[src/rtl/rnd_dispatch.sv]
// Purpose  : shares one 3-lane LFSR among NCORES cores with round-robin grants and field post-processing.
// Latency  : 1 cycle from req to gnt/rnd_* (registered); first grant possible WARM_CYCLES+2 cycles after reset release.
// Backpress: req is a level held until granted; the core granted last cycle is masked, so a core gets at most one grant per 2 cycles.
// Ports    : clk, rst_n (async active-low); req[NCORES] in; gnt/rnd_valid/rnd_core/rnd_delay/rnd_target/rnd_offset out;
//            lfsr_next out (advance pulse, asserted in the decision cycle); lfsr_rnd in (delay | target | offset lanes).
module rnd_dispatch #(
    parameter int NCORES      = 8,
    parameter int CID_W       = 3,
    parameter int NBITS       = 8,
    parameter int LP_W        = 4,
    parameter int WARM_CYCLES = 4
) (
    input  logic                 clk,
    input  logic                 rst_n,
    input  logic [NCORES-1:0]    req,
    output logic [NCORES-1:0]    gnt,
    output logic                 rnd_valid,
    output logic [CID_W-1:0]     rnd_core,
    output logic [NBITS-1:0]     rnd_delay,
    output logic [LP_W-1:0]      rnd_target,
    output logic [NBITS-1:0]     rnd_offset,
    output logic                 lfsr_next,
    input  logic [3*NBITS-1:0]   lfsr_rnd
);

    typedef enum logic {ST_WARMUP = 1'b0, ST_SERVE = 1'b1} state_t;

    state_t              state_q, state_d;
    logic [7:0]          warm_cnt_q, warm_cnt_d;
    logic                live_q;
    logic [CID_W-1:0]    ptr_q, ptr_d;
    logic [NCORES-1:0]   gnt_q;
    logic                rnd_valid_q;
    logic [CID_W-1:0]    rnd_core_q;
    logic [NBITS-1:0]    rnd_delay_q, rnd_delay_d;
    logic [LP_W-1:0]     rnd_target_q;
    logic [NBITS-1:0]    rnd_offset_q;

    logic                found;
    logic [CID_W-1:0]    win;
    logic                grant;
    logic                warm_adv;

    // Target lane bits above LP_W are discarded by the range reduction.
    generate
        if (LP_W < NBITS) begin : g_tgt_unused
            logic tgt_unused;
            assign tgt_unused = ^lfsr_rnd[NBITS+LP_W +: NBITS-LP_W];
        end
    endgenerate

    // Round-robin search from ptr_q. The core granted in the previous cycle
    // still shows req high while it reacts to gnt, so it is excluded here.
    always_comb begin
        logic [NCORES-1:0] req_elig;
        logic [CID_W:0]    idx;
        req_elig = req & ~gnt_q;
        idx      = '0;
        found    = 1'b0;
        win      = '0;
        for (int i = 0; i < NCORES; i++) begin
            idx = {1'b0, ptr_q} + (CID_W+1)'(i);
            if (idx >= (CID_W+1)'(NCORES)) begin
                idx = idx - (CID_W+1)'(NCORES);
            end
            if (!found && req_elig[idx[CID_W-1:0]]) begin
                found = 1'b1;
                win   = idx[CID_W-1:0];
            end
        end
    end

    // FSM: state register
    always_ff @(posedge clk or negedge rst_n) begin
        if (!rst_n) begin
            state_q    <= ST_WARMUP;
            warm_cnt_q <= '0;
        end else begin
            state_q    <= state_d;
            warm_cnt_q <= warm_cnt_d;
        end
    end

    // FSM: next state. Counting starts once live_q shows the first edge after
    // reset release, so every counted cycle is one real generator advance.
    always_comb begin
        state_d    = state_q;
        warm_cnt_d = warm_cnt_q;
        if (state_q == ST_WARMUP && live_q) begin
            warm_cnt_d = warm_cnt_q + 8'd1;
            if (warm_cnt_q == 8'(WARM_CYCLES - 1)) begin
                state_d = ST_SERVE;
            end
        end
    end

    // FSM: outputs. lfsr_next is raised in the decision cycle so the generator
    // steps on the same edge that captures its current value; the following
    // decision therefore always sees a fresh triple. live_q keeps it low in reset.
    always_comb begin
        warm_adv  = (state_q == ST_WARMUP) && live_q;
        grant     = (state_q == ST_SERVE) && found;
        lfsr_next = warm_adv || grant;
    end

    always_comb begin
        ptr_d       = (win == CID_W'(NCORES - 1)) ? '0 : win + CID_W'(1);
        rnd_delay_d = (lfsr_rnd[0 +: NBITS] == '0) ? NBITS'(1) : lfsr_rnd[0 +: NBITS];
    end

    always_ff @(posedge clk or negedge rst_n) begin
        if (!rst_n) begin
            live_q       <= 1'b0;
            ptr_q        <= '0;
            gnt_q        <= '0;
            rnd_valid_q  <= 1'b0;
            rnd_core_q   <= '0;
            rnd_delay_q  <= '0;
            rnd_target_q <= '0;
            rnd_offset_q <= '0;
        end else begin
            live_q      <= 1'b1;
            gnt_q       <= grant ? (NCORES'(1) << win) : '0;
            rnd_valid_q <= grant;
            if (grant) begin
                ptr_q        <= ptr_d;
                rnd_core_q   <= win;
                rnd_delay_q  <= rnd_delay_d;
                rnd_target_q <= lfsr_rnd[NBITS +: LP_W];
                rnd_offset_q <= lfsr_rnd[2*NBITS +: NBITS];
            end
        end
    end

    assign gnt        = gnt_q;
    assign rnd_valid  = rnd_valid_q;
    assign rnd_core   = rnd_core_q;
    assign rnd_delay  = rnd_delay_q;
    assign rnd_target = rnd_target_q;
    assign rnd_offset = rnd_offset_q;

endmodule

[config.mk]
export PLATFORM = sky130hd
export DESIGN_NAME = rnd_dispatch
export DESIGN_NICKNAME = d
export VERILOG_FILES = /design/src/rtl/rnd_dispatch.sv
export SDC_FILE = /design/constraint.sdc
export NUM_CORES = 1
export LEC_CHECK = 0
export BUFFER_PORTS_ARGS = -buffer_cell sky130_fd_sc_hd__buf_2
export CELL_PAD_IN_SITES_DETAIL_PLACEMENT = 1
export CELL_PAD_IN_SITES_GLOBAL_PLACEMENT = 1
export CORE_ASPECT_RATIO = 0.9
export CORE_MARGIN = 2
export CORE_UTILIZATION = 35
export CTS_CLUSTER_SIZE = 24
export DETAILED_ROUTE_END_ITERATION = 6
export GPL_TIMING_DRIVEN = 1
export MAX_ROUTING_LAYER = met4
export PLACE_DENSITY = 0.68
export SYNTH_ARGS = -nofsm -noshare
export SYNTH_HDL_FRONTEND = slang
export SYNTH_SLANG_ARGS = --single-unit
export TNS_END_PERCENT = 30
[constraint.sdc]
create_clock -name clk -period 5.5 [get_ports clk]
set_input_delay 1.1 -clock clk [delete_from_list [all_inputs] [get_ports clk]]
set_output_delay 1.1 -clock clk [all_outputs]
set_load 0.01 [all_outputs]
[After elaboration in Yosys (flattened, before gate mapping)]
Cells that the tools add are included.
Widths: inputs -> output; s select.
Word-level totals
  flip-flop bits (word level): 45
Operators by class
  add/sub/neg operators: 17
  $lt $le $gt $ge: 16
  equality and inequality tests: 2
  shift-type cells: 1
  multiplexer cells: 43
  bitwise logic cells: 3
  reduce and logical (&&, ||, !) cells: 19
Operator list (number)
  $mux 3: 17
  $lt 3x4->1 const B: 8
  $ge 4x4->1 const B: 7
  $bmux 1 s3: 8
  $sub 3x1->3 const B: 8
  $add 3x3->4 const B: 4
  $mux 1: 16
  $mux 8: 2
  $logic_and 1x1->1: 9
  $add 3x2->4 const B: 2
  $add 8x1->8 const B: 1
  $and 8x8->8: 1
  $eq 8x2->1 const B: 1
  $logic_not 8->1: 1
  $not 8->8: 1
  $shl 1x3->8 const A: 1
  $logic_not 1->1: 7
  $add 3x1->4 const B: 1
  $ge 3x4->1 const B: 1
  $add 3x1->3 const B: 1
  $eq 3x3->1 const B: 1
  $reduce_and 2->1: 1
  $logic_or 1x1->1: 1
  $not 1->1: 1

[Longest topological paths before layout]
Gate-level depths: netlist (run 1).
  depth after elaboration: 28
  gate-level depth with buffers: 15
  mapped depth without buffers: 12

[Least setup slack after synthesis (run 1)]
No wires, ideal clock.
  path kind: in2out
  from: input req[0]
  to: output lfsr_next
  arrival time: 3.064 ns
  slack: 1.336 ns
  stages on the path: 8
  path buffers: 1
  cells stage by stage: nor2b_1 > mux2_4 > mux4_2 > nand4bb_4 > nor2_1 > a21boi_2 > buf_2 > or2_2
Between the ends
  cells in the longest elaborated chain, start to end: 27
  elaborated cells between the ends (all ways): 41
Ends and longest elaborated chain
  start: declaration: RTL line 15  | input logic [NCORES-1:0] req,
  $and 8x8->8 *: RTL line 57  | req_elig = req & ~gnt_q;
  $bmux 1 s3: RTL line 66  | if (!found && req_elig[idx[CID_W-1:0]]) begin
  $mux 1 (implied by the code): RTL line 66
  $mux 1: RTL line 66
  $logic_not 1->1: RTL line 66
  $logic_and 1x1->1: RTL line 66
  $mux 1: RTL line 66
  $logic_not 1->1: RTL line 66
  [... 11 more ...]
  $logic_not 1->1: RTL line 66
  $logic_and 1x1->1: RTL line 66
  $mux 1: RTL line 66
  $logic_not 1->1: RTL line 66
  $logic_and 1x1->1: RTL line 66
  $mux 1 *: RTL line 66
  $logic_and 1x1->1 *: RTL line 102  | grant = (state_q == ST_SERVE) && found;
  $logic_or 1x1->1 *: RTL line 103  | lfsr_next = warm_adv || grant;
  end: declaration: RTL line 22  | output logic lfsr_next,
Mark *: on every way between the ends. The rest lies on a longest branch, timed or not. The select of a mux whose other input is x is not followed.

[Worst setup path after layout (run 1)]
  from: register ptr_q[1]
  to: output lfsr_next
Between the ends
  cells in the longest elaborated chain, start to end: 28
  elaborated cells between the ends (all ways): 71
Ends and longest elaborated chain
  start: declaration: RTL line 31  | logic [CID_W-1:0] ptr_q, ptr_d;
  start signal: assignment: RTL line 126  | ptr_q <= ptr_d;
  branches (longest 25 deep; another with $add 3x1->4)
  $mux 1 *: RTL line 66
  $logic_and 1x1->1 *: RTL line 102
  $logic_or 1x1->1 *: RTL line 103
Mark *: on every way between the ends. The select of a mux whose other input is x is not followed.

==> impl_metrics.env, run 1 <==
export IMPL_ys_flop_type="dfrtp_1"
export IMPL_rows=31
export IMPL_portBuffers=62
export IMPL_drc_errors=0
export IMPL_seq_area_frac_synth_pct=39.11
export IMPL_tns_ns=0
export IMPL_num_antenna_cells=0
export IMPL_grt_setup_unrepaired="no"
export IMPL_drt_total_wl_um=7270
export IMPL_grt_usage_pct=17.27
export IMPL_p_clk_share_pct=8.2
export IMPL_required_ns=4.40
export IMPL_drive_above_1_share_pct=35.58
export IMPL_max_vdd_ir_drop_mv=0.2596
export IMPL_cts_sinks=45
export IMPL_globalRouteOverflowTotal=0
export IMPL_hold_class="register to register"
export IMPL_skew_ns=0.003178
export IMPL_start_util_pct=35.86
export IMPL_dieHeight_um=90.04
export IMPL_hold_depth=1
export IMPL_postLayoutCoreUtil_pct=41.83
export IMPL_period_share_pct=80.10
export IMPL_design_area_mm2=0.003358
export IMPL_cts_root_buf="clkbuf_8"
export IMPL_pwr_share_comb_pct=67.7
export IMPL_crit_arrival_ns=3.31
export IMPL_tightest_slew_ns=0.9675
export IMPL_path_class="register to primary output"
export IMPL_placed_area_mm2=0.003272
export IMPL_pwr_share_seq_pct=24.0
export IMPL_dieWidth_um=99.60
export IMPL_htree_levels=2
export IMPL_die_area_mm2=0.008968
export IMPL_ctsHoldBuffers=0
export IMPL_synth_async_reset_ratio_pct=100.0
export IMPL_io_pins=67
export IMPL_crit_path_start_kind="register"
export IMPL_drt_first_pass_iters=4
export IMPL_crit_path_end_kind="primary output"
export IMPL_p_sw_share_pct=45.78
export IMPL_hold_viol_final=0
export IMPL_yosysWarnings=0
export IMPL_cap_violations=0
export IMPL_placed_cells=418
export IMPL_hold_worst_slack_ns=0.4770
export IMPL_clock_latency_ns=0.29
export IMPL_slew_headroom_pct=35.50
export IMPL_post_cts_buffers=0
export IMPL_wl_per_cell_um=17.11
export IMPL_cts_buffers=5
export IMPL_powerDensity_mw_per_mm2=728.9
export IMPL_place_gp_congestion=0.8028
export IMPL_synthToLayoutAreaGrowth_pct=16.64
export IMPL_drtAntennaViolNets=0
export IMPL_synth_edff_count=0
export IMPL_p_switching_w=0.001121
export IMPL_ys_ff_latch=45
export IMPL_dpl_hpwl_um=5642
export IMPL_viasPerCell=5.480
export IMPL_status="finished, final reports clean"
export IMPL_vias=2329
export IMPL_syn_cell_area_mm2=0.002879
export IMPL_cts_max_path_buffers=2
export IMPL_cts_tree="yes"
export IMPL_stdcell_count=425
export IMPL_grt_pass1_vias=2440
export IMPL_leakage_nw=1.546
export IMPL_clk_pin_slew_ns=0.08
export IMPL_synth_nets=307
export IMPL_core_area_mm2=0.008029
export IMPL_setup_viol=0
export IMPL_grt_max_degree=46
export IMPL_antenna_found_initial=0
export IMPL_netlist_instances=266
export IMPL_cts_repair_resized=0
export IMPL_yosysUniqueCellTypes=65
export IMPL_period_minus_slack_ns=4.405
export IMPL_grt_first_pass_wirelength_um=12160
export IMPL_drt_iter0_markers=57
export IMPL_slew_viol_final=0
export IMPL_final_nets=367
export IMPL_r2r_cells=11
export IMPL_avgSynthCellArea_um2=10.82
export IMPL_fmax_mhz=227.0
export IMPL_critPathMaxFanout=12
export IMPL_p_int_w=0.001327
==> area by class of cell <==
type	count	area (um2)
clock buffers	7	86.33
multi-input cells	202	1658
flip-flops and latches	45	1126
repair buffers	65	332.8
well taps	99	123.9
fillers	913	4671
inverters	7	31.28
==> cell usage after synthesis, drive strengths merged (3+ instances only) <==
cell,count,share of area (%)
and2,10,2.2
mux4,7,5.5
a21oi,11,1.9
nand3,7,1.2
xor2,3,0.91
o21ai,3,0.52
a221oi,3,0.91
or2,3,0.65
clkbuf,5,0.65
nand2b,6,1.3
o211ai,4,1.0
nor2b,12,2.6
dfrtp,45,39
mux2i,8,2.8
buf,7,1.8
nand3b,5,1.3
xnor2,7,2.1
and3,7,1.7
nand2,11,1.4
a22oi,3,0.78
ha,7,3.0
nor2,14,1.8
o22a,3,0.96
mux2,24,9.6
inv,7,1.1
a31oi,5,1.1
or3b,4,1.2
==> cell usage in the layout, fill, tap and decap left out, types with 4 or more instances in the layout <==
master,Yosys,routed
a21oi_1,11,11
o211ai_1,4,4
nand2b_1,6,6
ha_1,7,7
and2_1,10,10
nor2b_1,12,12
nand2_1,11,11
dfrtp_1,45,45
or3b_2,4,4
buf_2,3,62
and3_1,6,6
nor2_1,14,14
mux2_2,22,22
mux4_2,7,7
nand3b_1,5,5
nand3_1,7,7
xnor2_1,7,7
clkbuf_8,0,6
a31oi_1,5,5
mux2i_1,8,8
inv_1,5,5
==> power by group through the flow <==
stage / Clock (W) / Combinational (W) / Sequential, W
final: 0.000202 / 0.00166 / 0.000588
after global routing: 0.000221 / 0.00184 / 0.000613
after CTS: 0.000211 / 0.00167 / 0.000590
after detailed placement: 0 / 0.00166 / 0.000592
after global placement: 0 / 0.00162 / 0.000586
after floorplan: 0 / 0.00121 / 0.000610
==> metrics by stage <==
step	setup WS [ns]	total power, W
final	1.095	0.002448
after global routing	0.8994	0.002675
after CTS	1.059	0.002467
after detailed placement	1.148	0.002251
after global placement	1.166	0.002210
after floorplan	1.336	0.001820
==> registers in the layout (all words and copies together) (netlist names), 3 cells and up <==
register,flops
gnt,8
rnd_delay,8
rnd_offset,8
warm_cnt_q,8
rnd_target,4
ptr_q,3
rnd_core,3
==> cells by family after synthesis <==
kind of cell	after synthesis	synth area share, %
AND/OR/NAND/NOR	91	19.17
multiplexers	39	17.91
other	1	0.1303
flip-flops	45	39.11
AO/OA/AOI/OAI	54	14.04
XOR/XNOR	10	3.042
adder cells (fa/ha/maj)	7	3.042
buffers and inverters	19	3.563
==> final timing paths <==
check	from	to	slack [ns]
max in group asynchronous	rst_n	rnd_offset[3]$_DFFE_PN0P_	3.94
hold reg to reg	warm_cnt_q[7]$_DFFE_PN0P_	warm_cnt_q[7]$_DFFE_PN0P_	0.48
min in group asynchronous	rst_n	rnd_offset[0]$_DFFE_PN0P_	0.96
setup / recovery	ptr_q[1]$_DFFE_PN0P_	lfsr_next	1.09
setup reg to reg	ptr_q[1]$_DFFE_PN0P_	ptr_q[0]$_DFFE_PN0P_	1.81
hold / removal	warm_cnt_q[7]$_DFFE_PN0P_	warm_cnt_q[7]$_DFFE_PN0P_	0.48
==> critical path, cell delays in order, from the launching register on <==
cell and delay (ns):
dfrtp_1 0.39, inv_1 0.31, ha_1 0.45, inv_1 0.23
mux4_2 0.57, nand4bb_4 0.26, nor2_1 0.26, a21boi_4 0.09
or2_2 0.31, buf_2 0.14
==> layer usage <==
layer  vias up  part of all wire, %  GRT usage, %
li1       1101                    -             -
met1      1159                   48         24.30
met2        58                   45         26.13
met3        11                  4.0         2.100
met4         0                  2.1         5.365
met5         -                    0             -
Note: power is estimated with default switching activity, not from simulation.
==> run 2, diff against run 1 <==
--- a/config.mk
+++ b/config.mk
@@ -15,7 +15,7 @@
 export DETAILED_ROUTE_END_ITERATION = 6
 export GPL_TIMING_DRIVEN = 1
 export MAX_ROUTING_LAYER = met4
-export PLACE_DENSITY = 0.68
+export PLACE_DENSITY = 0.7
 export SYNTH_ARGS = -nofsm -noshare
 export SYNTH_HDL_FRONTEND = slang
 export SYNTH_SLANG_ARGS = --single-unit
==> constraint.sdc (replaced) <==
create_clock -name clk -period 3.7 [get_ports clk]
set_input_delay 0.74 -clock clk [delete_from_list [all_inputs] [get_ports clk]]
set_output_delay 0.74 -clock clk [all_outputs]
set_load 0.01 [all_outputs]
==> impl_metrics.env, run 2 (synthesis results as in run 1) <==
export IMPL_status="finished, final reports clean"
export IMPL_fmax_mhz=282.7
export IMPL_skew_ns=0.006921
export IMPL_cts_max_path_buffers=2
export IMPL_viasPerCell=5.545
export IMPL_num_antenna_cells=0
export IMPL_cts_tree="yes"
export IMPL_drt_iter0_markers=65
export IMPL_ff2ff_setup_slack_ns=0.31
export IMPL_fill_cells=922
export IMPL_cts_buffers=5
export IMPL_io_pins=67
export IMPL_postLayoutCoreUtil_pct=42.82
export IMPL_post_cts_buffers=0
export IMPL_htree_levels=2
export IMPL_setup_viol=0
export IMPL_slew_viol_final=0
export IMPL_globalRouteOverflowTotal=0
export IMPL_dieHeight_um=90.04
export IMPL_grt_first_pass_wirelength_um=12920
export IMPL_dieWidth_um=99.60
export IMPL_portBuffers=62
export IMPL_core_area_mm2=0.008029
export IMPL_vias=2390
export IMPL_path_buf_inv=2
export IMPL_required_ns=2.96
export IMPL_powerDensity_mw_per_mm2=1112
export IMPL_mostFrequentLayoutCells="buf_2, dfrtp_1, mux2_2"
export IMPL_rows=31
export IMPL_synthToLayoutAreaGrowth_pct=19.43
export IMPL_max_vdd_ir_drop_mv=0.4054
export IMPL_period_share_pct=95.61
export IMPL_layout_cells_most_common="buf_2"
export IMPL_cp_top_family="simple AND/OR/NAND/NOR gates"
export IMPL_cpMaxStageDelayCell="mux4_2"
export IMPL_dpl_hpwl_um=5971
export IMPL_crit_path_start_kind="input port"
export IMPL_antenna_found_initial=0
export IMPL_path_class="input port to primary output"
export IMPL_die_area_mm2=0.008968
export IMPL_cap_violations=0
export IMPL_tns_ns=0
export IMPL_crit_top_cell="buf_2"
export IMPL_slowest_delay_ns=0.50
export IMPL_cts_sinks=45
export IMPL_hold_viol_final=0
export IMPL_cts_root_buf="clkbuf_8"
export IMPL_drt_first_pass_iters=4
export IMPL_tightest_slew_ns=0.9915
export IMPL_critPathMaxFanout=6
export IMPL_leakage_nw=1.587
export IMPL_place_gp_congestion=0.8976
export IMPL_drc_errors=0
export IMPL_period_minus_slack_ns=3.538
export IMPL_path_cells="buf_2 > nor2b_1 > mux2_4 > mux4_2 > nand4bb_4 > nor2_4 > a21boi_4 > or2_2 > buf_2"
export IMPL_slew_headroom_pct=33.90
export IMPL_drtAntennaViolNets=0
export IMPL_clock_latency_ns=0.29
export IMPL_wl_per_cell_um=17.92
export IMPL_final_nets=374
export IMPL_drt_total_wl_um=7725
export IMPL_hold_class="register to register"
export IMPL_grt_max_degree=46
export IMPL_start_util_pct=35.86
export IMPL_clk_pin_slew_ns=0.08
export IMPL_grt_usage_pct=18.42
export IMPL_grt_setup_unrepaired="no"
export IMPL_crit_arrival_ns=2.80
export IMPL_crit_path_end_kind="primary output"
export IMPL_grt_pass1_vias=2561
export IMPL_drive_above_1_share_pct=38.86
[run 2: cell type report]
class	instances	area [um2]	area share [%]
Clock buffer	5	68.82	2.001
Clock inverter	1	5.005	0.1456
Inverter	7	31.28	0.9098
Multi-Input combinational cell	202	1697	49.35
Sequential cell	45	1127	32.79
Tap cell	99	123.9	3.603
Timing Repair Buffer	72	385.4	11.21
[run 2: where the power goes]
group	leakage (nW)	switching [W]	internal, W
Combinational	1.00	0.00147	0.00121
Clock	0.0399	0.000154	0.000124
Sequential	0.547	0.000153	0.000712
[run 2: worst paths after layout]
kind,startpoint,to,depth (start not counted)
max in group asynchronous,rst_n,ptr_q[2]$_DFFE_PN0P_,1
min in group asynchronous,rst_n,warm_cnt_q[5]$_DFFE_PN0P_,1
max reg2reg,ptr_q[0]$_DFFE_PN0P_,ptr_q[0]$_DFFE_PN0P_,11
min reg2reg,warm_cnt_q[7]$_DFFE_PN0P_,warm_cnt_q[7]$_DFFE_PN0P_,1
max,req[1],lfsr_next,9
min,warm_cnt_q[7]$_DFFE_PN0P_,warm_cnt_q[7]$_DFFE_PN0P_,1
[run 2: stage by stage]
| step | worst slack [ns] | hold WS (ns) | instances | area [um2] | total power, W |
|---|---|---|---|---|---|
| after floorplan | 0.06951 | 0.4444 | 266 | 2880 | 0.002707 |
| after global placement | 0.1058 | 0.4622 | 425 | 3324 | 0.003376 |
| after detailed placement | 0.07170 | 0.4623 | 425 | 3324 | 0.003490 |
| after CTS | 0.04154 | 0.4830 | 431 | 3401 | 0.003788 |
| after global routing | 0.009376 | 0.4954 | 431 | 3438 | 0.004146 |
| final | 0.1624 | 0.4816 | 431 | 3438 | 0.003822 |
[run 2: layer usage]
| layer | wire length (um) | up-vias | share of wire, % | GRT usage [%] |
|---|---|---|---|---|
| li1 | - | 1120 | - | - |
| met5 | 0 | - | 0 | - |
| met4 | 53 | 0 | 0.69 | 3.539 |
| met3 | 343 | 5 | 4.4 | 3.266 |
| met1 | 3623 | 1195 | 47 | 24.83 |
| met2 | 3705 | 70 | 48 | 29.45 |
[run 2: timing repair]
item	CTS	global route
resized for setup	1	7
hold buffers	0	0
gates cloned	0	0
setup endpoints to repair	1	3
==> run 3, diff against run 2 <==
--- a/config.mk
+++ b/config.mk
@@ -5,6 +5,7 @@
 export SDC_FILE = /design/constraint.sdc
 export NUM_CORES = 1
 export LEC_CHECK = 0
+export ABC_AREA = 1
 export BUFFER_PORTS_ARGS = -buffer_cell sky130_fd_sc_hd__buf_2
 export CELL_PAD_IN_SITES_DETAIL_PLACEMENT = 1
 export CELL_PAD_IN_SITES_GLOBAL_PLACEMENT = 1
@@ -15,7 +16,7 @@
 export DETAILED_ROUTE_END_ITERATION = 6
 export GPL_TIMING_DRIVEN = 1
 export MAX_ROUTING_LAYER = met4
-export PLACE_DENSITY = 0.7
+export PLACE_DENSITY = 0.73
 export SYNTH_ARGS = -nofsm -noshare
 export SYNTH_HDL_FRONTEND = slang
 export SYNTH_SLANG_ARGS = --single-unit
==> constraint.sdc (replaced) <==
create_clock -name clk -period 4.15 [get_ports clk]
set_input_delay 0.83 -clock clk [delete_from_list [all_inputs] [get_ports clk]]
set_output_delay 0.83 -clock clk [all_outputs]
set_load 0.01 [all_outputs]
==> impl_metrics.env, run 3 <==
export IMPL_status="finished, final reports clean"
export IMPL_tightest_slew_ns=0.9873
export IMPL_tns_ns=0
export IMPL_cpMaxStageDelayCell="dfrtp_1"
export IMPL_max_vdd_ir_drop_mv=0.3194
export IMPL_vias=2242
export IMPL_die_area_mm2=0.007918
export IMPL_grt_usage_pct=18.04
export IMPL_dpl_hpwl_um=4999
export IMPL_dieWidth_um=93.58
export IMPL_slowest_delay_ns=0.67
export IMPL_yosys_top_cells_count="nand2_1, nand3_1, dfrtp_1"
export IMPL_portBuffers=62
export IMPL_htree_levels=2
export IMPL_globalRouteOverflowTotal=0
export IMPL_grt_first_pass_wirelength_um=11240
export IMPL_synth_async_reset_ratio_pct=100.0
export IMPL_cts_repair_resized=0
export IMPL_hold_worst_slack_ns=0.4842
export IMPL_drt_iter0_markers=54
export IMPL_path_class="register to primary output"
export IMPL_yosysMostFrequentCell="nand2_1"
export IMPL_fmax_mhz=259.9
export IMPL_core_area_mm2=0.007039
export IMPL_mostFrequentLayoutCells="nand2_1, buf_2, nand3_1"
export IMPL_leakage_nw=1.636
export IMPL_viasPerCell=4.730
export IMPL_synth_top_area_share_pct=44.55
export IMPL_post_cts_buffers=0
export IMPL_drc_errors=0
export IMPL_drive_above_1_share_pct=24.41
export IMPL_clock_latency_ns=0.30
export IMPL_synth_xor_area_share_pct=4.505
export IMPL_skew_ns=0.003301
export IMPL_yosysUniqueCellTypes=31
export IMPL_slew_viol_final=0
export IMPL_drt_total_wl_um=6503
export IMPL_cap_violations=0
export IMPL_period_share_pct=92.72
export IMPL_syn_cell_area_mm2=0.002527
export IMPL_synth_top_family_by_area="simple AND/OR/NAND/NOR gates"
export IMPL_critPathMaxFanout=12
export IMPL_crit_arrival_ns=3.02
export IMPL_drt_first_pass_iters=4
export IMPL_path_cells="inv_2 > ha_1 > inv_1 > nand3_1 > nand2_1 > nor2_1 > a31oi_1 > inv_2 > nor2_4 > nand3_2 > nand2_4 > nand2_1 > buf_2"
export IMPL_ys_flop_type="dfrtp_1"
export IMPL_final_nets=421
export IMPL_synth_area_leaders="dfrtp_1, nand2_1, nand3_1"
export IMPL_num_antenna_cells=0
export IMPL_drtAntennaViolNets=0
export IMPL_setup_viol=0
export IMPL_pwr_share_comb_pct=63.2
export IMPL_wl_per_cell_um=13.72
export IMPL_avgSynthCellArea_um2=7.948
export IMPL_dieHeight_um=84.62
export IMPL_io_pins=67
export IMPL_p_switching_w=0.001594
export IMPL_yosysTopAreaCell="dfrtp_1"
export IMPL_hold_viol_final=0
export IMPL_yosysWarnings=0
export IMPL_synthAdderAreaFrac_pct=3.465
export IMPL_p_int_w=0.001451
export IMPL_required_ns=3.32
export IMPL_crit_path_end_kind="primary output"
export IMPL_p_total_w=0.003045
export IMPL_cts_sinks=45
export IMPL_place_gp_congestion=0.8174
export IMPL_period_minus_slack_ns=3.848
export IMPL_netlist_instances=318
export IMPL_cts_root_buf="clkbuf_8"
export IMPL_synth_edff_count=0
export IMPL_cts_max_path_buffers=2
export IMPL_postLayoutCoreUtil_pct=42.84
export IMPL_grt_pass1_vias=2427
export IMPL_grt_max_degree=46
export IMPL_powerDensity_mw_per_mm2=1010
export IMPL_seq_area_frac_synth_pct=44.55
export IMPL_start_util_pct=35.90
export IMPL_cts_tree="yes"
export IMPL_antenna_found_initial=0
export IMPL_hold_class="register to register"
export IMPL_synthToLayoutAreaGrowth_pct=19.31
export IMPL_yosys_mux_area_fraction_pct=0
export IMPL_crit_path_start_kind="register"
export IMPL_layout_cells_most_common="nand2_1"
export IMPL_ys_ff_latch=45
export IMPL_ctsHoldBuffers=0
export IMPL_rows=29
export IMPL_synth_compound_area_share_pct=3.960
export IMPL_pwr_share_seq_pct=25.5
export IMPL_synth_nets=359
export IMPL_cts_buffers=5
export IMPL_p_clk_share_pct=11.3
export IMPL_yosys_area_share_simple_pct=34.75
export IMPL_slew_headroom_pct=34.18
export IMPL_grt_setup_unrepaired="no"
export IMPL_p_sw_share_pct=52.35
export IMPL_clk_pin_slew_ns=0.09
[run 3: cell types whose count changed in the layout (fill, tap and decap cells not counted), sizes merged, moves of 10 or more]
cell | previous run | this run
nor2b | 12 | 0
nand3 | 7 | 50
nand2 | 11 | 104
mux2 | 24 | 0
inv | 7 | 41
and2 | 10 | 0
[run 3: stage by stage]
step / cell area (um2) / cells / setup WS, ns
CTS: 3015 / 474 / 0.2748
finish: 3015 / 474 / 0.3020
global route: 3015 / 474 / 0.09845
floorplan: 2527 / 318 / 1.072
detailed placement: 2903 / 466 / 0.6479
global placement: 2903 / 466 / 0.6810
[run 3: critical path: cells and delay by family, from the launching register on]
kind	cells	cell delay, ns
fa+ha+maj	1	0.43
buf+inv	4	0.65
flops	1	0.67
compound gates	1	0.30
simple gates	7	0.65
[run 3: worst paths after layout]
path / from / endpoint / slack [ns] / cells past startpoint
min in group asynchronous: rst_n / rnd_offset[6]$_DFFE_PN0P_ / 0.69 / 1
max: ptr_q[0]$_DFFE_PN0P_ / lfsr_next / 0.30 / 13
max in group asynchronous: rst_n / gnt[2]$_DFF_PN0_ / 2.87 / 1
max reg2reg: ptr_q[0]$_DFFE_PN0P_ / ptr_q[2]$_DFFE_PN0P_ / 0.62 / 16
min: warm_cnt_q[7]$_DFFE_PN0P_ / warm_cnt_q[7]$_DFFE_PN0P_ / 0.48 / 1
min reg2reg: warm_cnt_q[7]$_DFFE_PN0P_ / warm_cnt_q[7]$_DFFE_PN0P_ / 0.48 / 1
[run 3: layout make-up]
cell class,instances,area [um2]
Inverter,42,158.9
Sequential cell,45,1126
Tap cell,93,116.4
Timing Repair Buffer,63,317.8
Clock buffer,5,68.82
Clock inverter,3,43.79
Multi-Input combinational cell,223,1184
Fill cell,930,4024
[run 3: per-layer routing]
layer	track usage, %	up-vias	wire length (um)
met3	3.232	6	236
li1	-	1122	-
met1	23.89	1074	3108
met2	29.23	40	3103
met4	3.689	0	55
met5	-	-	0
[run 3: power groups by stage]
stage          logic, W  clock network [W]  registers, W
2_1_floorplan   0.00142                  0      0.000789
4_1_cts         0.00195           0.000359      0.000777
6_report        0.00192           0.000345      0.000777
5_1_grt         0.00221           0.000369      0.000799
3_5_place_dp    0.00194                  0      0.000782
3_3_place_gp    0.00188                  0      0.000776
[run 3: kinds of logic after synthesis]
logic type                 Yosys count
adders and majority gates            7
and+or+nand+nor                    187
AOI/OAI and AO/OA                   18
other                                1
buffers and inverters               50
xor gates and xnor gates            10
DFF                                 45
